==> src/rtl/ov5640_ae_pkg.sv <==
`default_nettype none
// ============================================================================
// Module      : ov5640_ae_pkg
// Description : Shared constants, FSM encoding and register helpers for the
//               OV5640 auto-exposure controller.
// Revision    : 1.0 - initial release
// ============================================================================
package ov5640_ae_pkg;

    localparam int EXP_W = 20;

    localparam logic [15:0] REG_EXP_H = 16'h3500;
    localparam logic [15:0] REG_EXP_M = 16'h3501;
    localparam logic [15:0] REG_EXP_L = 16'h3502;

    typedef enum logic [2:0] {
        ST_IDLE     = 3'd0,
        ST_CALC     = 3'd1,
        ST_WR0      = 3'd2,
        ST_WR1      = 3'd3,
        ST_WR2      = 3'd4,
        ST_WAIT_GAP = 3'd5
    } ae_state_t;

    function automatic logic [15:0] wr_addr(input ae_state_t st);
        case (st)
            ST_WR0:  wr_addr = REG_EXP_H;
            ST_WR1:  wr_addr = REG_EXP_M;
            default: wr_addr = REG_EXP_L;
        endcase
    endfunction

    function automatic logic [7:0] wr_data(input ae_state_t st, input logic [EXP_W-1:0] e);
        case (st)
            ST_WR0:  wr_data = {4'h0, e[EXP_W-1:16]};
            ST_WR1:  wr_data = e[15:8];
            default: wr_data = e[7:0];
        endcase
    endfunction

endpackage
`default_nettype wire

==> src/rtl/ov5640_ae_ctrl_stat.sv <==
`default_nettype none
// ============================================================================
// Module      : ov5640_ae_stat
// Description : Windowed luminance accumulator producing a per-frame mean and
//               a one-cycle frame_done pulse at the vsync falling edge.
// Revision    : 1.0 - initial release
// ============================================================================
module ov5640_ae_stat
    import ov5640_ae_pkg::*;
#(
    parameter logic [10:0] WIN_X0 = 11'd256,
    parameter logic [10:0] WIN_Y0 = 11'd128,
    parameter int          LOG_W  = 8,
    parameter int          LOG_H  = 8
) (
    input  logic       clk,
    input  logic       rst_n,
    input  logic       vsync,
    input  logic       de,
    input  logic [7:0] img_y,
    output logic [7:0] frame_mean,
    output logic       frame_done
);

    localparam int          ACC_W   = 8 + LOG_W + LOG_H;
    localparam logic [11:0] C_X_END = 12'(WIN_X0) + 12'(2 ** LOG_W);
    localparam logic [11:0] C_Y_END = 12'(WIN_Y0) + 12'(2 ** LOG_H);

    logic [10:0]      r_col_cnt;
    logic [10:0]      r_row_cnt;
    logic [ACC_W-1:0] r_acc;
    logic             r_vs_d;
    logic             r_de_d;
    logic [7:0]       r_mean;
    logic             r_done;

    logic w_vs_rise;
    logic w_vs_fall;
    logic w_in_win;

    assign w_vs_rise = vsync & ~r_vs_d;
    assign w_vs_fall = ~vsync & r_vs_d;
    assign w_in_win  = (r_col_cnt >= WIN_X0) && ({1'b0, r_col_cnt} < C_X_END) &&
                       (r_row_cnt >= WIN_Y0) && ({1'b0, r_row_cnt} < C_Y_END);

    always_ff @(posedge clk or negedge rst_n) begin
        if (!rst_n) begin
            r_col_cnt <= '0;
            r_row_cnt <= '0;
            r_acc     <= '0;
            r_vs_d    <= 1'b0;
            r_de_d    <= 1'b0;
            r_mean    <= '0;
            r_done    <= 1'b0;
        end else begin
            r_vs_d <= vsync;
            r_de_d <= de;
            r_done <= w_vs_fall;

            r_col_cnt <= de ? r_col_cnt + 11'd1 : 11'd0;

            if (!vsync)
                r_row_cnt <= '0;
            else if (!de && r_de_d)
                r_row_cnt <= r_row_cnt + 11'd1;

            if (w_vs_rise)
                r_acc <= '0;
            else if (de && w_in_win)
                r_acc <= r_acc + ACC_W'(img_y);

            // Always divide by the full window size, even on a truncated frame
            if (w_vs_fall)
                r_mean <= r_acc[ACC_W-1:LOG_W+LOG_H];
        end
    end

    assign frame_mean = r_mean;
    assign frame_done = r_done;

endmodule
`default_nettype wire

==> src/rtl/ov5640_ae_ctrl.sv <==
`default_nettype none
// ============================================================================
// Module      : ov5640_ae_ctrl
// Description : Closed-loop auto-exposure: compares frame mean with target and
//               sequences the three OV5640 exposure-register writes via SCCB.
// Revision    : 1.0 - initial release
// ============================================================================
module ov5640_ae_ctrl
    import ov5640_ae_pkg::*;
#(
    parameter logic [10:0]      WIN_X0   = 11'd256,
    parameter logic [10:0]      WIN_Y0   = 11'd128,
    parameter int               LOG_W    = 8,
    parameter int               LOG_H    = 8,
    parameter logic [7:0]       HYST     = 8'd8,
    parameter logic [EXP_W-1:0] STEP     = 20'd64,
    parameter logic [EXP_W-1:0] EXP_MIN  = 20'd16,
    parameter logic [EXP_W-1:0] EXP_MAX  = 20'hFFFF0,
    parameter logic [EXP_W-1:0] EXP_INIT = 20'h04000
) (
    input  logic             clk,
    input  logic             rst_n,
    input  logic             ae_en,
    input  logic [7:0]       target_y,
    input  logic             pre_frame_vsync,
    input  logic             pre_frame_de,
    input  logic [7:0]       img_y,
    output logic             i2c_req,
    output logic [15:0]      i2c_addr,
    output logic [7:0]       i2c_data,
    input  logic             i2c_ack,
    output logic [EXP_W-1:0] exposure,
    output logic [7:0]       frame_mean,
    output logic             busy
);

    logic w_frame_done;

    ov5640_ae_stat #(
        .WIN_X0 (WIN_X0),
        .WIN_Y0 (WIN_Y0),
        .LOG_W  (LOG_W),
        .LOG_H  (LOG_H)
    ) u_stat (
        .clk        (clk),
        .rst_n      (rst_n),
        .vsync      (pre_frame_vsync),
        .de         (pre_frame_de),
        .img_y      (img_y),
        .frame_mean (frame_mean),
        .frame_done (w_frame_done)
    );

    ae_state_t        r_state;
    ae_state_t        r_next;
    logic [EXP_W-1:0] r_exposure;
    logic             r_req;
    logic [15:0]      r_addr;
    logic [7:0]       r_data;
    logic             r_busy;

    logic [8:0]       w_mean9;
    logic [8:0]       w_tgt9;
    logic [8:0]       w_hyst9;
    logic             w_dark;
    logic             w_bright;
    logic [EXP_W:0]   w_inc;
    logic [EXP_W-1:0] w_up;
    logic [EXP_W-1:0] w_dn;
    logic [EXP_W-1:0] w_exp_new;

    assign w_mean9  = {1'b0, frame_mean};
    assign w_tgt9   = {1'b0, target_y};
    assign w_hyst9  = {1'b0, HYST};
    assign w_dark   = (w_mean9 + w_hyst9) < w_tgt9;
    assign w_bright = w_mean9 > (w_tgt9 + w_hyst9);

    // 21-bit arithmetic so neither the increment nor the floor test can wrap
    assign w_inc = {1'b0, r_exposure} + {1'b0, STEP};
    assign w_up  = (w_inc > {1'b0, EXP_MAX}) ? EXP_MAX : w_inc[EXP_W-1:0];
    assign w_dn  = ({1'b0, r_exposure} < ({1'b0, EXP_MIN} + {1'b0, STEP})) ?
                   EXP_MIN : (r_exposure - STEP);
    assign w_exp_new = w_dark ? w_up : (w_bright ? w_dn : r_exposure);

    always_ff @(posedge clk or negedge rst_n) begin
        if (!rst_n) begin
            r_state    <= ST_IDLE;
            r_next     <= ST_IDLE;
            r_exposure <= EXP_INIT;
            r_req      <= 1'b0;
            r_addr     <= '0;
            r_data     <= '0;
            r_busy     <= 1'b0;
        end else begin
            case (r_state)
                ST_IDLE: begin
                    if (w_frame_done && ae_en) begin
                        r_state <= ST_CALC;
                        r_busy  <= 1'b1;
                    end
                end
                ST_CALC: begin
                    if (w_exp_new == r_exposure) begin
                        r_state <= ST_IDLE;
                        r_busy  <= 1'b0;
                    end else begin
                        r_exposure <= w_exp_new;
                        r_state    <= ST_WR0;
                        r_req      <= 1'b1;
                        r_addr     <= wr_addr(ST_WR0);
                        r_data     <= wr_data(ST_WR0, w_exp_new);
                    end
                end
                ST_WR0, ST_WR1, ST_WR2: begin
                    // ae_en is deliberately not consulted: a started group always finishes
                    if (i2c_ack && r_req) begin
                        r_req   <= 1'b0;
                        r_state <= ST_WAIT_GAP;
                        r_next  <= (r_state == ST_WR0) ? ST_WR1 :
                                   (r_state == ST_WR1) ? ST_WR2 : ST_IDLE;
                    end
                end
                ST_WAIT_GAP: begin
                    if (r_next == ST_IDLE) begin
                        r_state <= ST_IDLE;
                        r_busy  <= 1'b0;
                    end else begin
                        r_state <= r_next;
                        r_req   <= 1'b1;
                        r_addr  <= wr_addr(r_next);
                        r_data  <= wr_data(r_next, r_exposure);
                    end
                end
                default: begin
                    r_state <= ST_IDLE;
                    r_req   <= 1'b0;
                    r_busy  <= 1'b0;
                end
            endcase
        end
    end

    assign i2c_req  = r_req;
    assign i2c_addr = r_addr;
    assign i2c_data = r_data;
    assign exposure = r_exposure;
    assign busy     = r_busy;

endmodule
`default_nettype wire

==> config.mk <==
export PLATFORM = sky130hd
export DESIGN_NAME = ov5640_ae_ctrl
export DESIGN_NICKNAME = d
export VERILOG_FILES = /design/src/rtl/ov5640_ae_pkg.sv /design/src/rtl/ov5640_ae_ctrl_stat.sv /design/src/rtl/ov5640_ae_ctrl.sv
export SDC_FILE = /design/constraint.sdc
export NUM_CORES = 1
export LEC_CHECK = 0
export CAP_MARGIN = 20
export CORE_MARGIN = 4
export CORE_UTILIZATION = 50
export CTS_CLUSTER_DIAMETER = 30
export DETAILED_ROUTE_END_ITERATION = 7
export HOLD_SLACK_MARGIN = 0.08
export PLACE_DENSITY = 0.82
export SYNTH_ARGS = -nofsm -noshare
export SYNTH_HDL_FRONTEND = slang
export SYNTH_SLANG_ARGS = --single-unit
export TNS_END_PERCENT = 30
==> constraint.sdc <==
create_clock -name clk -period 9.3 [get_ports clk]
set_input_delay 1.86 -clock clk [delete_from_list [all_inputs] [get_ports clk]]
set_output_delay 1.86 -clock clk [all_outputs]
set_load 0.01 [all_outputs]
### After elaboration in Yosys (flattened, before gate mapping)

Cells that the tools add are included.

| storage, ports and cells | value |
|---|---|
| output and inout bits | 54 |
| register bits | 109 |
| latch bits | 0 |
| memory bits (writable) | 0 |
| ROM bits | 0 |
| word-level logic and storage cells | 102 |
| memories kept | 0 |
| bits of input ports | 22 |

| operators by class | value |
|---|---|
| div/mod/pow operators | 0 |
| $mul | 0 |
| shift-type cells | 0 |
| reductions and logical operators | 19 |
| order comparisons | 8 |
| add/sub/neg operators | 7 |
| multiplexer cells | 32 |
| equal/unequal tests | 15 |
| bitwise operators | 7 |

Operator list:

| cell | count |
|---|---|
| $mux W20 | 4 |
| $mux W24 | 2 |
| $mux W11 | 3 |
| $mux W16 | 2 |
| $pmux W16 S2 | 1 |
| $pmux W8 S2 | 2 |
| $add A24 B8 Y24 | 1 |
| $add A11 B1 Y11 const B | 2 |
| $add A20 B7 Y21 const B | 1 |
| $gt A21 B20 Y1 const B | 1 |
| $eq A20 B20 Y1 | 1 |
| $lt A20 B7 Y1 const B | 1 |
| $sub A20 B7 Y20 const B | 1 |
| $add A8 B4 Y9 const B | 2 |
| $mux W8 | 2 |
| $mux W3 | 5 |
| $eq A3 B2 Y1 const B | 4 |
| $ne A2 B2 Y1 const B | 6 |
| $pmux W3 S4 | 1 |
| $ge A11 B8 Y1 const B | 1 |
| $ge A11 B9 Y1 const B | 1 |
| $lt A11 B10 Y1 const B | 1 |
| $lt A11 B9 Y1 const B | 1 |
| $gt A8 B9 Y1 | 1 |
| 18 further kinds | 41 |

### Longest topological paths before layout

| depth | value |
|---|---|
| depth in word-level cells | 7 |
| mapped depth | 14 |
| depth with buffers taken out | 13 |

### By module

From an unflattened synthesis, not the netlist that was laid out.

| second synthesis, totals | value |
|---|---|
| cell total of the unflattened synthesis | 724 |
| area, all modules | 6673.9 um^2 |

By module, submodules not included:

| module | area each (um^2) | sequential area each (um^2) | instances | cells an instance |
|---|---|---|---|---|
| ov5640_ae_ctrl | 3574.7 | 952.2 | 1 | 427 |
| ov5640_ae_stat | 3099.2 | 1426.4 | 1 | 297 |

### Least setup slack after synthesis

OpenSTA, ideal clock, no wires.

| path | value |
|---|---|
| kind | input-to-reg |
| start point | in target_y[3] |
| end point | reg r_exposure[10] (netlist: exposure[10]) |
| arrival time | 4562 ps |
| stages on the path | 14 |
| path buffers | 1 |
| setup time | 125 ps |
| required time | 9175 ps |
| path slack | 4613 ps |
| cells stage by stage | ha_1 -> nand3_1 -> xnor2_1 -> ha_1 -> and3_1 -> and3_1 -> a41o_1 -> a21oi_1 -> o311a_1 -> a21oi_1 -> and3_4 -> a21oi_4 -> buf_8 -> mux2_4 |

| on the way | value |
|---|---|
| word-level cells in the longest chain between the ends | 7 |
| elaborated cells on any way between the ends | 8 |
| those cells by class | 1 x add/sub; 2 x order compare; 1 x eq/ne; 2 x mux; 1 x bitwise; 1 x reduce/logical |

RTL lines:

| element | line | RTL |
|---|---|---|
| start, declared | ov5640_ae_ctrl.sv:24 | `input logic [7:0] target_y,` |
| $add A8 B4 Y9 | ov5640_ae_ctrl.sv:76 | `assign w_bright = w_mean9 > (w_tgt9 + w_hyst9);` |
| $gt A8 B9 Y1 | ov5640_ae_ctrl.sv:76 |  |
| $mux W20 | ov5640_ae_ctrl.sv:83 | `assign w_exp_new = w_dark ? w_up : (w_bright ? w_dn : r_exposure);` |
| $mux W20 (*) | ov5640_ae_ctrl.sv:83 |  |
| $eq A20 B20 Y1 | ov5640_ae_ctrl.sv:103 | `if (w_exp_new == r_exposure) begin` |
| $not A1 Y1 (no line) | -- |  |
| $reduce_and A2 Y1 (no line) | -- |  |
| end signal, assigned | ov5640_ae_ctrl.sv:107 | `r_exposure <= w_exp_new;` |
| end, declared | ov5640_ae_ctrl.sv:56 | `logic [EXP_W-1:0] r_exposure;` |

Every way passes the cells marked *; elsewhere a longest branch is shown, timed or not.
A chain may end at the register's enable or synchronous reset.

### Final worst setup path

| path | value |
|---|---|
| start point | in target_y[3] |
| end point | reg r_exposure[19] (netlist: exposure[19]) |

The elaborated chain is that of the path after synthesis.

==> results.md <==
- Final Max Slew Viols: 0
- Clock latency on the worst-skew pair: 0.35 ns
- Largest net degree at the start of global routing: 66
- Mean Syn Cell Area: 8.83 µm²
- Fin Setup TNS: 0 ns
- DIE HEIGHT: 121 µm
- Crit path capture type: register
- Synth async-reset ratio: 1.00
- RSZ-0062 raised after global routing: no
- IO Port Bufs: 65
- Pwr Density: 111 mW/mm²
- GP Congestion: 1.00
- Post-cts resize count: 0
- Cell taking the most area after synthesis: dfrtp_1
- Antenna diode count: 0
- I/O Pins: 76
- Gr ovfl total: 0
- # setup viols final: 0
- DRC viols: 0
- Hold/Removal Path Class: register to register
- Sequential share of the synthesized area: 0.371
- CP Class: input port to register
- CTS Hold Bufs: 0
- Initial DRC Count: 433
- First-pass DRT Iterations: 5
- Die W: 121 µm
- Critical path buffers and inverters: 1
- FF+latch count, synth: 95
- CP Max Fanout: 21
- WP data arrival: 5.59 ns
- Antenna-violating nets left: 0
- Top cell type's share of synthesized area: 0.367
- Starting Density: 0.510
- CTS tree: built
- Max_slew headroom: 0.418
- Final hold slack: 0.449 ns
- Crit path launch type: input port
- CTS sink cnt: 95
- Critical-path top delay cell: a21oi_4
- Post-synth top flop: dfrtp_1
- Num rows: 41
- Gr usage total: 0.219
- Outcome: complete, no violations
- Share of cells above drive strength 1: 0.0623
- Clock Path Buffers: 2
- Max_cap viols: 0
- Post-Syn Area: 0.00641 mm²
- NumNets Final: 818
- Tightest Pin Transition: 0.865 ns
- P_leak: 0.00328 µW
- Fin Clk Skew: 0.00792 ns
- Post-DP HPWL: 11300 µm
- Fin crit share: 0.576
- Clock slew at reported path FFs: 0.06 ns
- First-pass GRT wire length: 25900 µm
- Synth cell types: 76
- Warnings from Yosys: 0
- Crit path time final: 5.36 ns
- CP delay by family, top: compound AO/OA/AOI/OAI gates
- Final WL: 15800 µm
- Layout area overhead: 14.6%
- Die footprint: 0.0147 mm²
- Vias in the first global route: 5236
- CP peak stage delay: 0.58 ns
- CP Data Required Time: 9.53 ns
- Synth Instances: 726
- Initial antenna violation count: 0
- # H-tree levels: 3
- Post-CTS setup buffers: 0
- Vias: 5522
- Max frequency: 187 MHz
- Post-synth EDFFs: 0
- CP Cell Sequence: clkdlybuf4s50_1 -> ha_1 -> nand3_1 -> xnor2_1 -> ha_1 -> and3_1 -> and3_1 -> a41o_1 -> a211oi_2 -> nor2_2 -> a211o_1 -> and3_4 -> a21oi_4 -> mux2_4
- DR WL/cell: 16.8 µm
- Total CTS buffers: 9
- Clock root cell: clkbuf_16
- Final hold violation count: 0
- Leading post-synthesis cells by cell area: dfrtp_1, ha_1, xnor2_1
- Peak VDD IR: 0.0000804 V
- Vias per cell: 5.86
- Core footprint: 0.0126 mm²
-- flip-flops by register name (all words and copies together), names as in the netlist, 3 cells and up --
register and flops:
u_stat.r_acc 24, exposure 20, u_stat.r_col_cnt 11, u_stat.r_row_cnt 11
i2c_data 8, u_stat.frame_mean 8, i2c_addr 3, r_state 3
-- worst reg2reg max path, cell delays in order, from the launching register on --
cell and delay [ns]:
dfrtp_1 0.63, ha_1 0.42, nand4_1 0.44, nor4_1 0.89, xnor2_1 0.19, o41ai_1 0.08, or4_1 0.68, a211o_1 0.37
and3_4 0.18, a21oi_4 0.58, mux2_4 0.36
-- cells in the final DEF, fill, tap and decap left out, drive strengths merged, types with 5 or more instances in the layout --
| cell type | Yosys | routed |
|---|---|---|
| and3 | 20 | 20 |
| o22ai | 7 | 7 |
| nor4 | 6 | 6 |
| nand3 | 40 | 40 |
| a31oi | 11 | 11 |
| clkbuf | 26 | 11 |
| xnor2 | 40 | 40 |
| nor2 | 61 | 61 |
| buf | 26 | 7 |
| inv | 31 | 34 |
| o211ai | 8 | 8 |
| mux2 | 14 | 14 |
| clkdlybuf4s50 | 0 | 64 |
| a21o | 7 | 7 |
| a22oi | 5 | 5 |
| o21a | 8 | 8 |
| a21oi | 36 | 36 |
| and2 | 24 | 24 |
| nor3 | 15 | 15 |
| nor2b | 12 | 12 |
| dfrtp | 94 | 94 |
| xor2 | 16 | 16 |
| nand2 | 61 | 61 |
| o21ai | 44 | 44 |
| nand4 | 9 | 9 |
| mux2i | 8 | 8 |
| conb | 1 | 10 |
| ha | 30 | 30 |
-- final timing paths --
| kind | to | slack [ns] | cells past startpoint | start |
|---|---|---|---|---|
| worst max register to register | exposure[19] | 4.35 | 10 | exposure[7] |
| worst max-delay path | exposure[19] | 3.94 | 14 | target_y[3] |
| min in group asynchronous | exposure[8] | 1.45 | 1 | rst_n |
| worst min register to register | u_stat.r_col_cnt[0] | 0.45 | 1 | u_stat.r_col_cnt[0] |
| worst min-delay path | u_stat.r_col_cnt[0] | 0.45 | 1 | u_stat.r_col_cnt[0] |
| max in group asynchronous | u_stat.r_col_cnt[3] | 6.70 | 2 | rst_n |
-- layer usage --
metal,part of all wire,global-route usage
met3,0.083,0.0550
met2,0.45,0.324
met4,0.033,0.101
met1,0.44,0.301
met5,0,0
-- cell usage after synthesis (all sizes together), types with 20 or more instances --
master and instances:
clkbuf 26, and3 20, nand2 61, ha 30
o21ai 44, xnor2 40, a21oi 36, dfrtp 94
nand3 40, inv 31, nor2 61, and2 24
buf 26
-- where the power goes --
group | leakage, µW | switching (µW) | internal [µW]
combinational | 0.00190 | 27.0 | 18.1
sequential | 0.00124 | 1.48 | 415
clock | 0.000141 | 162 | 191
-- through the flow --
stage               power (µW)  setup slack (ns)  instances   util  cell area, µm²
global placement           469              3.67        926  0.562            7070
floorplan                  449              4.61        735      -            6440
CTS                        822              3.96        942  0.585            7350
detailed placement         470              3.60        926  0.562            7070
finish                     815              3.94        942  0.585            7350
global route               846              3.62        942  0.585            7350
-- cell families (layout without fill, tap and decap cells) --
group           Yosys count  after routing  share of synthesized area
compound gates          168            168                      0.172
xor+xnor                 56             56                     0.0765
fa+ha+maj                31             31                     0.0617
buf+inv                  83            118                     0.0626
flops                    95             95                      0.371
mux                      22             22                     0.0406
other cells               1             10                   0.000585
simple gates            270            270                      0.215
-- layout make-up --
class	count	area [µm²]
fill	1082	5220
multi-input combinational	557	3660
sequential	95	2380
timing repair buffer	71	693
clock buffer	11	243
tap	172	215
inverter	31	116
clock inverter	5	36.3
No activity file was read; power rests on OpenSTA's default activity.
